<file path="config.mk">
export PLATFORM = sky130hd
export DESIGN_NAME = spi_command_controller
export DESIGN_NICKNAME = d
export VERILOG_FILES = /design/src/rtl/spi_command_controller.sv
export SDC_FILE = /design/constraint.sdc
export NUM_CORES = 1
export LEC_CHECK = 0
export BUFFER_PORTS_ARGS = -buffer_cell sky130_fd_sc_hd__buf_2
export CAP_MARGIN = 10
export CORE_MARGIN = 4
export CORE_UTILIZATION = 44
export CTS_CLUSTER_DIAMETER = 50
export DETAILED_ROUTE_END_ITERATION = 16
export MAX_ROUTING_LAYER = met4
export SYNTH_ARGS = -nofsm -noshare
export SYNTH_HDL_FRONTEND = slang
export SYNTH_SLANG_ARGS = --single-unit
</file>
<file path="constraint.sdc">
create_clock -name clk -period 3.3 [get_ports clk]
set_input_delay 0 -clock clk [delete_from_list [all_inputs] [get_ports clk]]
set_output_delay 0 -clock clk [all_outputs]
set_load 0.01 [all_outputs]
</file>
<file path="src/rtl/spi_command_controller.sv">
// spi_command_controller
//   Turns host SPI traffic into motion-segment records for the segment FIFO.
//   The first byte of each chip-select window is a command. A write command
//   collects bytes into a staging buffer. A record is pushed into the FIFO
//   only when it is complete and a slot is free. A status command returns
//   the number of free record slots on MISO.
//
// Ports
//   clk              system clock
//   reset            asynchronous, active-high reset
//   spi_cs           chip select, active low
//   rx_data/rx_valid byte from spi_secondary; rx_valid is a one-cycle strobe
//   tx_data          byte presented to spi_secondary for the next transfer
//   fifo_size        FIFO occupancy in words
//   fifo_write_en    FIFO write strobe
//   fifo_data        FIFO write data
//   records_written  records committed to the FIFO (wraps)
//   records_dropped  complete records dropped on a full FIFO (saturates)
//   partial_abort    one-cycle pulse when CS rises with a partial record staged
//   busy             high whenever the FSM is not in IDLE
//   dbg_state        current FSM state, for observation only
//
// Handshake: a byte is taken on any cycle where rx_valid is high and spi_cs
// is low. There is no back-pressure. The host must leave more than
// RecordWords+2 clk cycles between bytes so that a flush completes first.
// fifo_write_en has no ready: the FIFO must accept every write strobe.

module spi_command_controller #(
  parameter int WordSize    = 8,
  parameter int RecordWords = 8,
  parameter int Depth       = 16,
  parameter logic [WordSize-1:0] CmdWriteFifo = WordSize'(8'h01),
  parameter logic [WordSize-1:0] CmdStatus    = WordSize'(8'h02),
  localparam int SizeW = $clog2(Depth * RecordWords) + 1
) (
  input  logic                clk,
  input  logic                reset,
  input  logic                spi_cs,
  input  logic [WordSize-1:0] rx_data,
  input  logic                rx_valid,
  output logic [WordSize-1:0] tx_data,
  input  logic [SizeW-1:0]    fifo_size,
  output logic                fifo_write_en,
  output logic [WordSize-1:0] fifo_data,
  output logic [15:0]         records_written,
  output logic [7:0]          records_dropped,
  output logic                partial_abort,
  output logic                busy,
  output logic [2:0]          dbg_state
);

  localparam int LogRW = $clog2(RecordWords);
  localparam int CntW  = LogRW + 1;
  localparam int IdxW  = (LogRW > 0) ? LogRW : 1;

  typedef enum logic [2:0] {
    IDLE    = 3'd0,
    CMD     = 3'd1,
    STATUS  = 3'd2,
    WRITE   = 3'd3,
    FLUSH   = 3'd4,
    DISCARD = 3'd5
  } state_e;

  state_e state_q, state_d;

  logic [CntW-1:0]     count_q, count_d;
  logic [IdxW-1:0]     flush_idx_q, flush_idx_d;
  logic [15:0]         written_q, written_d;
  logic [7:0]          dropped_q, dropped_d;
  logic                overrun_q, overrun_d;
  logic [WordSize-1:0] tx_q, tx_d;
  logic                stage_we;
  logic [WordSize-1:0] staging_q [RecordWords];

  logic                byte_in;
  logic                rec_full;
  logic                flush_last;
  logic [SizeW-1:0]    used_slots;
  logic [7:0]          free_slots;

  assign byte_in    = rx_valid && !spi_cs;
  assign rec_full   = (count_q == CntW'(RecordWords));
  assign flush_last = (flush_idx_q == IdxW'(RecordWords - 1));
  assign used_slots = fifo_size >> LogRW;
  assign free_slots = 8'(Depth) - 8'(used_slots);

  // State register
  always_ff @(posedge clk or posedge reset) begin
    if (reset) state_q <= IDLE;
    else       state_q <= state_d;
  end

  // Next-state logic
  always_comb begin
    state_d = state_q;
    case (state_q)
      IDLE:    if (!spi_cs) state_d = CMD;
      CMD: begin
        if (spi_cs) state_d = IDLE;
        else if (rx_valid) begin
          if (rx_data == CmdStatus)         state_d = STATUS;
          else if (rx_data == CmdWriteFifo) state_d = WRITE;
          else                              state_d = DISCARD;
        end
      end
      STATUS:  if (spi_cs) state_d = IDLE;
      // A whole record is committed (or dropped) even if CS rises in the
      // same cycle. Only a partial record is abandoned.
      WRITE: begin
        if (rec_full) begin
          if (free_slots != 8'd0) state_d = FLUSH;
        end else if (spi_cs) begin
          state_d = IDLE;
        end
      end
      FLUSH: begin
        if (flush_last) begin
          if (spi_cs)                      state_d = IDLE;
          else if (overrun_q || byte_in)   state_d = DISCARD;
          else                             state_d = WRITE;
        end
      end
      DISCARD: if (spi_cs) state_d = IDLE;
      default: state_d = IDLE;
    endcase
  end

  // Datapath next-state
  always_comb begin
    count_d     = count_q;
    flush_idx_d = flush_idx_q;
    written_d   = written_q;
    dropped_d   = dropped_q;
    overrun_d   = overrun_q;
    stage_we    = 1'b0;
    case (state_q)
      CMD: if (byte_in && rx_data == CmdWriteFifo) count_d = '0;
      WRITE: begin
        if (rec_full) begin
          count_d     = (free_slots == 8'd0) ? '0 : count_q;
          flush_idx_d = '0;
          if (free_slots == 8'd0 && dropped_q != 8'hFF) dropped_d = dropped_q + 8'd1;
        end else if (spi_cs) begin
          count_d = '0;
        end else if (rx_valid) begin
          stage_we = 1'b1;
          count_d  = count_q + CntW'(1);
        end
      end
      FLUSH: begin
        // A byte arriving mid-flush is lost; remember it so the rest of
        // the transaction is discarded rather than misaligned.
        if (byte_in) overrun_d = 1'b1;
        if (flush_last) begin
          count_d     = '0;
          flush_idx_d = '0;
          written_d   = written_q + 16'd1;
          overrun_d   = 1'b0;
        end else begin
          flush_idx_d = flush_idx_q + IdxW'(1);
        end
      end
      default: ;
    endcase
  end

  // tx_data is registered from the next state so that it powers up at 0
  // and then tracks free_slots in IDLE, CMD and STATUS.
  always_comb begin
    tx_d = '0;
    if (state_d == IDLE || state_d == CMD || state_d == STATUS)
      tx_d = WordSize'(free_slots);
  end

  always_ff @(posedge clk or posedge reset) begin
    if (reset) begin
      count_q     <= '0;
      flush_idx_q <= '0;
      written_q   <= '0;
      dropped_q   <= '0;
      overrun_q   <= 1'b0;
      tx_q        <= '0;
    end else begin
      count_q     <= count_d;
      flush_idx_q <= flush_idx_d;
      written_q   <= written_d;
      dropped_q   <= dropped_d;
      overrun_q   <= overrun_d;
      tx_q        <= tx_d;
    end
  end

  // Staging buffer holds no control state, so it needs no reset.
  always_ff @(posedge clk) begin
    if (stage_we) staging_q[count_q[IdxW-1:0]] <= rx_data;
  end

  // Outputs. They are decoded from state_q, so reset clears them
  // asynchronously.
  always_comb begin
    fifo_write_en = (state_q == FLUSH);
    fifo_data     = (state_q == FLUSH) ? staging_q[flush_idx_q] : '0;
    partial_abort = (state_q == WRITE) && spi_cs && !rec_full && (count_q != '0);
    busy          = (state_q != IDLE);
    dbg_state     = state_q;
  end

  assign tx_data         = tx_q;
  assign records_written = written_q;
  assign records_dropped = dropped_q;

endmodule

</file>
==> key figures, run 1 <==
Run status
  • Status: finished, final reports clean

Logic synthesis
  • Yosys top cell area share: 0.411
  • Post-synth top area cell: edfxtp_1
  • Top post-synthesis cells by area: edfxtp_1, dfrtp_1, mux4_2
  • Cell count after synthesis: between 300 and 400
  • Flop and latch count out of synthesis: 105
  • Synth cell types: 50
  • YS warnings: 0
  • Number of flops mapped to enable cells by yosys: between 60 and 70
  • Mean Syn Cell Area: about 14 sq um
  • Ys async rst share: 0.390
  • Mapped Area: 4670 sq um
  • Net count after synthesis: between 300 and 400
  • Seq/Total Area, Yosys: 0.631
  • Ys flop type: edfxtp_1

Power and ir drop
  • Power per cell area: approximately 510 nW/um^2
  • Sw Ratio: 0.278
  • Reported net switching power: 0.778 mW
  • Sequential power share: 0.526
  • Leakage: 2.27 nW
  • Comb pwr share: 0.219
  • Worst VDD drop: 0.000293 V
  • Proportion of power drawn by the clock network: 0.256
  • Int Pwr: 2.02 mW

Timing
  • Setup_tns: 0 ns
  • Final period utilization: 0.695
  • Unrepaired setup endpoints after global routing: false
  • Final min period: roughly 2.3 ns
  • Measured slew at the worst slew-check pin: 0.679 ns
  • Slew Limit Fails: 0
  • Slew HR: 0.543
  • Max Freq: 436 MHz
  • Endpoints failing hold: 0
  • WHS: 0.0372 ns
  • Clock Skews: approximately 0.016 ns
  • Final setup violation count: 0

Routing
  • Post-Route WL: roughly 9200 um
  • Drt wl/cell: 16.4 um
  • ANT nets after route: 0
  • Vias after detailed routing: 2920
  • 1st-pass router iterations: 4
  • Post-DR vias/cell: about 5.2
  • Drt initial violations: 127
  • DRC Markers: 0

Place
  • Placed cell areas: 5180 sq um
  • Placed instance count: 534
  • Port bufs: 62
  • Placed wire-length estimate: 6200 um
  • Routability Congestion: between 0.7 and 0.8

Critical path
  • Worst Setup End Kind: flop
  • Slowest stage delay, CP: 0.47 ns
  • CP max stage cell: dfrtp_1
  • Critical Path Start: count_q[1]
  • Critical path type: reg2reg
  • CP Data Required Time: 3.54 ns
  • Largest fanout on the critical path: 9
  • R2r startpoint: count_q[1]
  • Critical Path AT: 2.54 ns
  • CP startpoint kind: flop
  • Critical-path cell list: inv_1 > ha_1 > nand3b_1 > nor2_2 > o2111ai_4 > nor3_1 > mux2_2

CTS
  • Root Buffer: clkbuf_8
  • CTS tree: yes
  • H-tree depth: 3
  • Skew-Pair Late Insertion Delay: 0.36 ns
  • Post-cts resize count: 0
  • Clock buffer count from CTS: 9
  • Bufs on Longest Clock Path: 2
  • CTS Sinks: 105
  • Clk slew on worst S/H paths: ~0.10 ns

Cells and area
  • Final net count: 449
  • Most common cell after layout, fill and taps aside: edfxtp_1
  • Register area: between 2000 and 3000 sq um
  • Non-filler instance count after layout: ~560
  • Layout cells sized above 1: 0.275
  • Most frequent cells in the layout: edfxtp_1, buf_2, dfrtp_1
  • N_diodes: 0
  • Fin area: approximately 5500 sq um
  • Layout Area Growth over Synthesis: 17.1%
  • FILL cells: between 800 and 900
  • Footprint of the multi-input gates: roughly 1600 sq um

Floorplanning
  • Io pins: 66
  • Die height: between 100 and 150 um
  • Floorplan row count: 37
  • Initial Util: 0.453
  • Die X: roughly 110 um
  • Core Region: 10300 sq um
  • Die area: 12300 sq um

Global routing
  • Global-route wire length before repair: 15300 um
  • Initial antenna violation count: 0
  • Vias in the first global route: 2992
  • Global route overflow: 0
  • Total GRT Usage: 0.161
  • Largest net degree at the start of global routing: 42

Worst hold path
  • HP Class: in2reg
  • Hold wc startpoint: fifo_size[5]

Flow run
  • Max-cap viol count: 0
[logic make-up (layout without fill, tap and decap cells)]
group           after synthesis  in the layout  share of synthesized area
simple gates                124            124                      0.140
xor+xnor                     23             23                     0.0431
flops                       105            105                      0.631
fa+ha+maj                     8              8                     0.0214
mux                          26             26                     0.0990
compound gates               29             29                     0.0447
buf+inv                      22            111                     0.0214
[power groups by stage]
stage          Combinational [mW]  Sequential [mW]  Clock [mW]
6_report                    0.613             1.47       0.716
5_1_grt                     0.676             1.48       0.797
4_1_cts                     0.629             1.47       0.740
3_5_place_dp                0.617             1.50           0
3_3_place_gp                0.611             1.50           0
2_1_floorplan               0.454             1.50           0
[Yosys cell counts, types with 2 or more instances]
library cell / count
dfrtp_1: 41
edfxtp_1: 64
buf_2: 4
nand3_1: 10
buf_1: 2
xor2_1: 14
mux2i_1: 8
nor4_1: 3
or3_1: 3
and4bb_2: 2
nor3b_1: 3
mux2_2: 2
inv_1: 9
nand2b_1: 5
a21oi_1: 8
nor2b_1: 2
nor2_1: 36
xnor2_1: 9
clkbuf_1: 3
ha_1: 8
nand3b_1: 3
mux4_2: 16
o211ai_1: 2
and3b_1: 2
nand2_1: 29
buf_4: 3
a31oi_1: 3
o21ai_0: 7
nand4_1: 8
nor3_1: 8
[per-stage QoR]
step,power [mW],util,worst slack [ns]
after floorplan,1.95,-,1.30
final,2.80,0.530,1.01
after CTS,2.84,0.530,1.01
after global routing,2.96,0.530,0.816
after global placement,2.11,0.502,1.08
after detailed placement,2.12,0.502,1.02
[registers in the layout, indices dropped and copies added, names as in the netlist]
signal / cells
staging_q: 64
records_written: 16
records_dropped: 8
tx_data: 6
count_q: 4
dbg_state: 3
flush_idx_q: 3
overrun_q: 1
[worst paths after layout]
path                                             to  slack, ns  cells after the start
worst max-delay path             records_dropped[6]       1.01                      7
worst min-delay path                     tx_data[2]       0.04                      3
worst max register to register   records_dropped[6]       1.01                      7
worst min register to register  records_written[15]       0.46                      1
max in group asynchronous              dbg_state[0]       2.61                      4
min in group asynchronous        records_written[1]       0.31                      4
[what timing repair did]
item,4_1_cts,5_1_grt
buffers inserted,0,0
hold buffers,12,0
endpoints found under the hold margin,109,0
setup endpoints to repair,0,0
[layer usage]
metal | share of wire | track usage | vias up | wire (um)
li1 | - | - | 1412 | -
met1 | 0.46 | 0.208 | 1435 | 4270
met2 | 0.49 | 0.259 | 62 | 4500
met3 | 0.035 | 0.0349 | 11 | 324
met4 | 0.016 | 0.0438 | 0 | 144
met5 | 0 | - | - | 0
[critical path: cells and delay by family, from the launching register on]
family	cells	cell delay, ns
adder cells (fa/ha/maj)	1	0.21
AND/OR/NAND/NOR	3	0.77
multiplexers	1	0.35
AO/OA/AOI/OAI	1	0.25
flip-flops	1	0.47
buffers and inverters	1	0.14
[final cells by class]
type / instances / area share
clock buffer: 11 / 0.0240
clock inverter: 5 / 0.00777
inverter: 9 / 0.00617
multi-input combinational: 210 / 0.297
sequential: 105 / 0.539
tap: 136 / 0.0311
timing repair buffer: 86 / 0.0951
Power figures use the tool's default switching activity.
==> run 2: changes to the inputs <==
--- a/config.mk
+++ b/config.mk
@@ -5,6 +5,7 @@
 export SDC_FILE = /design/constraint.sdc
 export NUM_CORES = 1
 export LEC_CHECK = 0
+export ABC_AREA = 1
 export BUFFER_PORTS_ARGS = -buffer_cell sky130_fd_sc_hd__buf_2
 export CAP_MARGIN = 10
 export CORE_MARGIN = 4
==> constraint.sdc (replaced) <==
create_clock -name clk -period 2.2 [get_ports clk]
set_input_delay 0 -clock clk [delete_from_list [all_inputs] [get_ports clk]]
set_output_delay 0 -clock clk [all_outputs]
set_load 0.01 [all_outputs]
==> run 2 against run 1 <==
Effect of this change: register-to-register slack lost 0.82 ns; count of clock-buffer cells in the layout shrank 2; combinational power grew 140%; non-clock buffer count grew 5; final cell count grew 28%; sequential cell count is the same; clock power grew 66%; die area grew 4.1%; worst setup slack lost 0.83 ns; sequential share of layout area shrank 2.7 points; via count grew 23%; largest power group unchanged.
==> key figures, run 2 <==
Run status
  • Status: finished, final reports clean

Critical path
  • R2r startpoint: count_q[0]
  • FF-to-FF path depth: 10 (+3)
  • Slowest stage delay, CP: 0.42 ns (-0.05 ns)
  • Top delay family on crit path: buffers and inverters
  • Largest fanout on the critical path: 33 (+24)
  • Bufs and invs on worst path: 4 (+3)
  • Reg2reg end: staging_q[3][7]
  • CP max stage cell: dfrtp_1
  • Critical-path cell list: buf_8 > inv_1 > buf_4 > o21ai_0 > o22ai_1 > o21ai_1 > a31oi_1 > buf_2
  • CP startpoint kind: flop
  • Critical Path AT: 2.02 ns (-0.52 ns)
  • Critical path type: reg2out
  • CP Data Required Time: 2.20 ns (-1.34 ns)
  • Worst Setup End Kind: output port
  • Worst R2R Setup Slack: 0.19 ns (-0.82 ns)

Logic synthesis
  • Ys async rst share: 0.390 (unchanged)
  • Seq/Total Area, Yosys: 0.604 (-0.0265)
  • Count leader, synth: nor2_1
  • Flop and latch count out of synthesis: 105 (unchanged)
  • Yosys top cell area share: 0.394 (-0.0173)
  • Ys flop type: edfxtp_1
  • Mean Syn Cell Area: 10.1 sq um (-27%)
  • Post-synth top area cell: edfxtp_1
  • YS warnings: 0 (unchanged)
  • Synth cell types: 35 (-30%)
  • Cell count after synthesis: 485 (+44%)
  • Post-synth top cells: nor2_1, nand2_1, edfxtp_1
  • Mapped Area: 4880 sq um (+4.4%)
  • Top post-synthesis cells by area: edfxtp_1, dfrtp_1, o21ai_0
  • Net count after synthesis: 513 (+41%)
  • Number of flops mapped to enable cells by yosys: 64 (unchanged)

Global routing
  • Global-route wire length before repair: 17800 um (+16%)
  • Initial antenna violation count: 0 (unchanged)
  • Largest net degree at the start of global routing: 34 (-19%)
  • Global route overflow: 0 (unchanged)
  • Vias in the first global route: 3700 (+24%)
  • Total GRT Usage: 0.182 (+0.0216)

Cells and area
  • Fin area: 5760 sq um (+5.3%)
  • Most common cell after layout, fill and taps aside: nor2_1
  • FILL cells: 1012 (+13%)
  • Largest register FFs: 64 (unchanged)
  • Most frequent cells in the layout: nor2_1, nand2_1, edfxtp_1
  • Layout Area Growth over Synthesis: 18.1%
  • N_diodes: 0 (unchanged)
  • Layout cells sized above 1: 0.204 (-0.0708)
  • Non-filler instance count after layout: 719 (+28%)
  • Final net count: 602 (+34%)

CTS
  • Clock buffer count from CTS: 9 (unchanged)
  • Clk slew on worst S/H paths: 0.10 ns (about the same)
  • H-tree depth: 3 (unchanged)
  • Bufs on Longest Clock Path: 2 (unchanged)
  • Skew-Pair Late Insertion Delay: 0.37 ns (about the same)
  • Root Buffer: clkbuf_8
  • CTS tree: yes
  • CTS Sinks: 105 (unchanged)

Place
  • Placed instance count: 689 (+29%)
  • Placed cell areas: 5410 sq um (+4.5%)
  • Port bufs: 62 (unchanged)
  • Placed wire-length estimate: 7340 um (+18%)
  • Routability Congestion: 0.809 (+6.2%)

Timing
  • Final period utilization: 0.919
  • Slew Limit Fails: 0 (unchanged)
  • Measured slew at the worst slew-check pin: 0.843 ns (+0.165 ns)
  • Slew HR: 0.434 (-0.109)
  • Final setup violation count: 0 (unchanged)
  • Max Freq: 495 MHz
  • WHS: 0.0204 ns (-0.0168 ns)
  • Unrepaired setup endpoints after global routing: false
  • Clock Skews: 0.0131 ns (-0.00326 ns)
  • Endpoints failing hold: 0 (unchanged)
  • Setup_tns: 0 ns (unchanged)
  • Final min period: ~2.0 ns

Power and ir drop
  • Total power: 4.93 mW (+76%)
  • Worst VDD drop: 0.000398 V (+36%)
  • Leakage: 2.53 nW (+12%)
  • Power per cell area: 855 nW/um^2 (+67%)

Worst hold path
  • Worst Hold End: tx_data[3]
  • WHS Path Cells: 6 (+3)
  • Hold wc startpoint: fifo_size[4]
  • HP Class: in2reg

Routing
  • Drt initial violations: 216 (+70%)
  • ANT nets after route: 0 (unchanged)
  • Vias after detailed routing: 3597 (+23%)
  • 1st-pass router iterations: 4 (unchanged)
  • Post-Route WL: 10600 um (+15%)
  • Post-DR vias/cell: 5.00 (-3.7%)
  • Drt wl/cell: 14.7 um (-10%)
  • DRC Markers: 0 (unchanged)

Floorplanning
  • Die height: 113 um (+2.0%)
  • Floorplan row count: 38 (+2.7%)
  • Initial Util: 0.450 (-0.00266)
  • Die area: 12800 sq um (+4.1%)
  • Die X: 113 um (+2.0%)
  • Io pins: 66 (unchanged)
  • Core Region: 10800 sq um (+5.0%)

Flow run
  • Max-cap viol count: 0 (unchanged)
==> run 2: changes by cell type in the layout (fill, tap and decap cells not counted), sizes merged, moves of 4 or more <==
cell,before,now
o22ai,0,8
inv,9,51
nand3,10,22
nor2,37,80
or3,4,0
nand2,29,71
nand2b,5,0
nor3,8,15
a31oi,3,9
mux4,16,0
o21ai,8,58
mux2i,8,0
==> run 2: worst max-delay path by stage <==
stage | startpoint | to | depth (start not counted)
floorplan | count_q[1] | staging_q[0][0] | 9
global placement | count_q[1] | staging_q[0][2] | 10
detailed placement | count_q[1] | staging_q[0][2] | 10
CTS | flush_idx_q[0] | fifo_data[4] | 8
global route | flush_idx_q[0] | fifo_data[3] | 8
finish | flush_idx_q[0] | fifo_data[4] | 8
==> run 2: through the flow <==
step                      setup WS [ns]  utilization
after global placement            0.219        0.499
after CTS                        0.0523        0.530
after global routing             0.0123        0.532
after floorplan                  0.0367            -
after detailed placement          0.179        0.499
final                             0.179        0.532
==> run 2: report_power, final <==
group          switching, mW  internal [mW]  leakage, nW
registers             0.0695           2.19         1.11
clock network          0.663          0.527       0.0991
logic                  0.970          0.508         1.32
==> run 2: repair_timing <==
action	in CTS	in global routing
hold buffers	14	0
hold endpoints to repair	93	0
setup endpoints to repair	1	45
buffers inserted	0	0
resized for setup	1	7
==> run 2: cell families (layout without fill, tap and decap cells) <==
logic type	Yosys count	count (layout)	share of synthesized area
buf+inv	64	158	0.0526
simple gates	204	204	0.193
xor+xnor	22	22	0.0395
flops	105	105	0.604
compound gates	82	82	0.0900
fa+ha+maj	8	8	0.0205
==> run 2: worst reg2reg max path: cells and delay by family, from the launching register on <==
family        cells  cell delay (ns)
simple gates      5             0.59
fa+ha+maj         1             0.21
buf+inv           4             0.51
flops             1             0.41
==> run 2: cell type report <==
cell class | instances | area, sq um | area share
inverter | 51 | 195 | 0.0339
clock buffer | 9 | 124 | 0.0215
multi-input combinational | 316 | 1680 | 0.292
clock inverter | 7 | 68.8 | 0.0119
sequential | 105 | 2950 | 0.512
timing repair buffer | 91 | 571 | 0.0990
tap | 140 | 175 | 0.0304
==> run 2: routing by layer <==
layer,GRT usage,wire length (um),up-vias
li1,-,-,1816
met1,0.221,4850,1691
met2,0.297,5150,74
met3,0.0401,353,16
met4,0.0737,234,0
met5,-,0,-
==> run 3: changes to the inputs <==
--- a/config.mk
+++ b/config.mk
@@ -9,10 +9,11 @@
 export BUFFER_PORTS_ARGS = -buffer_cell sky130_fd_sc_hd__buf_2
 export CAP_MARGIN = 10
 export CORE_MARGIN = 4
-export CORE_UTILIZATION = 44
+export CORE_UTILIZATION = 55
 export CTS_CLUSTER_DIAMETER = 50
 export DETAILED_ROUTE_END_ITERATION = 16
 export MAX_ROUTING_LAYER = met4
+export PLACE_DENSITY = 0.77
 export SYNTH_ARGS = -nofsm -noshare
 export SYNTH_HDL_FRONTEND = slang
 export SYNTH_SLANG_ARGS = --single-unit
==> run 3 against run 2 <==
Effect of this change: combinational power down 3%; core utilization up 13 points; sequential power about the same; worst hold slack worse by 0.014 ns.
==> key figures, run 3 (synthesis results as in run 2) <==
Run status
  • Status: finished, final reports clean

Critical path
  • Critical path type: reg2out
  • Slowest stage delay, CP: 0.39 ns (-0.03 ns)
  • CP Data Required Time: 2.20 ns (about the same)
  • Most frequent CP cell: o21ai_0
  • Worst Setup End Kind: output port
  • Critical Path AT: 2.06 ns (+0.04 ns)
  • Critical Path Start: flush_idx_q[0]
  • Largest fanout on the critical path: 33 (unchanged)
  • CP max stage cell: dfrtp_1
  • CP startpoint kind: flop
  • R2r startpoint: count_q[1]
  • Critical-path cell list: buf_8 > inv_1 > buf_4 > o21ai_0 > o22ai_1 > o21ai_0 > a31oi_1 > buf_2

Power and ir drop
  • Reported net switching power: 1.68 mW (-1.3%)
  • Int Pwr: 3.22 mW (-0.12%)
  • Proportion of power drawn by the clock network: 0.242 (about the same)
  • Leakage: 2.53 nW (about the same)
  • Worst VDD drop: 0.000479 V (+20%)
  • Sw Ratio: 0.343 (-0.00274)
  • Sequential power share: 0.465 (+0.006)
  • Comb pwr share: 0.294 (-0.006)
  • Power per cell area: 860 nW/um^2 (+0.54%)

Place
  • Routability Congestion: 0.881 (+9.0%)
  • Placed wire-length estimate: 7010 um (-4.5%)
  • Placed instance count: 657 (-4.6%)
  • Port bufs: 62 (unchanged)

Global routing
  • Largest net degree at the start of global routing: 42 (+24%)
  • Total GRT Usage: 0.213 (+0.0306)
  • Global route overflow: 0 (unchanged)
  • Global-route wire length before repair: 16600 um (-6.6%)
  • Vias in the first global route: 3521 (-4.8%)
  • Initial antenna violation count: 0 (unchanged)

Cells and area
  • Most frequent cells in the layout: nor2_1, nand2_1, edfxtp_1
  • N_diodes: 0 (unchanged)
  • Register area: 2950 sq um (about the same)
  • FILL cells: 693 (-32%)
  • Largest register FFs: 64 (unchanged)
  • Footprint of the multi-input gates: 1680 sq um (-0.30%)
  • Most common cell after layout, fill and taps aside: nor2_1
  • Final net count: 601 (-0.17%)
  • Layout cells sized above 1: 0.199 (-0.00484)
  • Non-filler instance count after layout: 686 (-4.6%)
  • Layout Area Growth over Synthesis: 16.8%

Routing
  • Drt wl/cell: 14.8 um (+0.76%)
  • ANT nets after route: 0 (unchanged)
  • DRC Markers: 0 (unchanged)
  • Post-DR vias/cell: 5.28 (+5.6%)
  • Vias after detailed routing: 3623 (+0.72%)
  • 1st-pass router iterations: 4 (unchanged)
  • Drt initial violations: 238 (+10%)
  • Post-Route WL: 10200 um (-3.9%)

Timing
  • Measured slew at the worst slew-check pin: 0.524 ns (-0.319 ns)
  • Slew HR: 0.651 (+0.216)
  • Final period utilization: 0.938 (+0.0194)
  • Unrepaired setup endpoints after global routing: false
  • Setup_tns: 0 ns (unchanged)
  • Clock Skews: 0.0127 ns (-0.000423 ns)
  • Endpoints failing hold: 0 (unchanged)
  • Final setup violation count: 0 (unchanged)
  • Max Freq: 484 MHz (-2.1%)
  • Final min period: 2.06 ns (+0.0426 ns)
  • Slew Limit Fails: 0 (unchanged)

Floorplanning
  • Floorplan row count: 34 (-11%)
  • Initial Util: 0.562 (+0.112)
  • Die height: 102 um (-9.8%)
  • Core Region: 8680 sq um (-20%)
  • Die area: 10400 sq um (-19%)
  • Die X: 102 um (-9.8%)
  • Io pins: 66 (unchanged)

Worst hold path
  • HP Class: in2reg
  • Hold wc startpoint: fifo_size[6]

CTS
  • CTS Sinks: 105 (unchanged)
  • Bufs on Longest Clock Path: 2 (unchanged)
  • CTS tree: yes
  • Skew-Pair Late Insertion Delay: 0.37 ns (about the same)
  • Root Buffer: clkbuf_8
  • Clk slew on worst S/H paths: 0.10 ns (about the same)
  • H-tree depth: 3 (unchanged)
  • Clock buffer count from CTS: 9 (unchanged)
  • Post-CTS Setup Bufs: 0 (unchanged)

Flow run
  • Max-cap viol count: 0 (unchanged)
[run 3: path summary, 6_finish.rpt]
path	depth (start not counted)	slack, ns	to
max reg2reg	10	0.19	staging_q[0][7]
min	5	0.006	tx_data[3]
max	8	0.14	fifo_data[1]
min in group asynchronous	4	0.29	records_dropped[6]
min reg2reg	1	0.52	records_written[11]
max in group asynchronous	4	1.54	dbg_state[0]
[run 3: worst max-delay path, delay by kind of cell, from the launching register on]
kind | cells | cell delay, ns
buf+inv | 4 | 0.69
flops | 1 | 0.39
compound gates | 4 | 0.62
[run 3: area by class of cell]
type / instances / share of cell area
clock buffers: 10 / 0.0224
flip-flops and latches: 105 / 0.517
well taps: 108 / 0.0237
inverters: 51 / 0.0336
repair buffers: 90 / 0.0983
multi-input cells: 316 / 0.294
clock inverters: 6 / 0.0112
[run 3: what timing repair did]
item	4_1_cts	5_1_grt
endpoints found under the hold margin	109	0
pin swaps	0	0
hold buffers	13	0
gates cloned	0	0
resized for setup	1	1
endpoints found under the setup margin	1	2
[run 3: through the flow]
step | utilization | setup WS [ns] | hold slack (ns) | total power, mW | instance area, sq um
after floorplan | - | 0.0367 | 0.0989 | 3.23 | 4880
after global placement | 0.619 | 0.251 | 0.147 | 3.68 | 5370
after detailed placement | 0.619 | 0.191 | 0.163 | 3.73 | 5370
after CTS | 0.657 | 0.0626 | 0.00315 | 4.93 | 5700
after global routing | 0.657 | 0.00735 | 0.0259 | 5.23 | 5700
final | 0.657 | 0.136 | 0.00619 | 4.90 | 5700
[run 3: power by group through the flow]
| stage | sequential [mW] | clock (mW) | combinational [mW] |
|---|---|---|---|
| after floorplan | 2.34 | 0 | 0.890 |
| after global placement | 2.30 | 0 | 1.37 |
| after detailed placement | 2.32 | 0 | 1.41 |
| after CTS | 2.28 | 1.21 | 1.44 |
| after global routing | 2.29 | 1.30 | 1.63 |
| final | 2.28 | 1.18 | 1.44 |
[run 3: routing by layer]
metal  track usage  wire length (um)  vias up
met5             -                 0        -
met4        0.0646               161        0
met3        0.0416               568       13
met2         0.357              5050      101
met1         0.263              4400     1698
li1              -                 -     1811
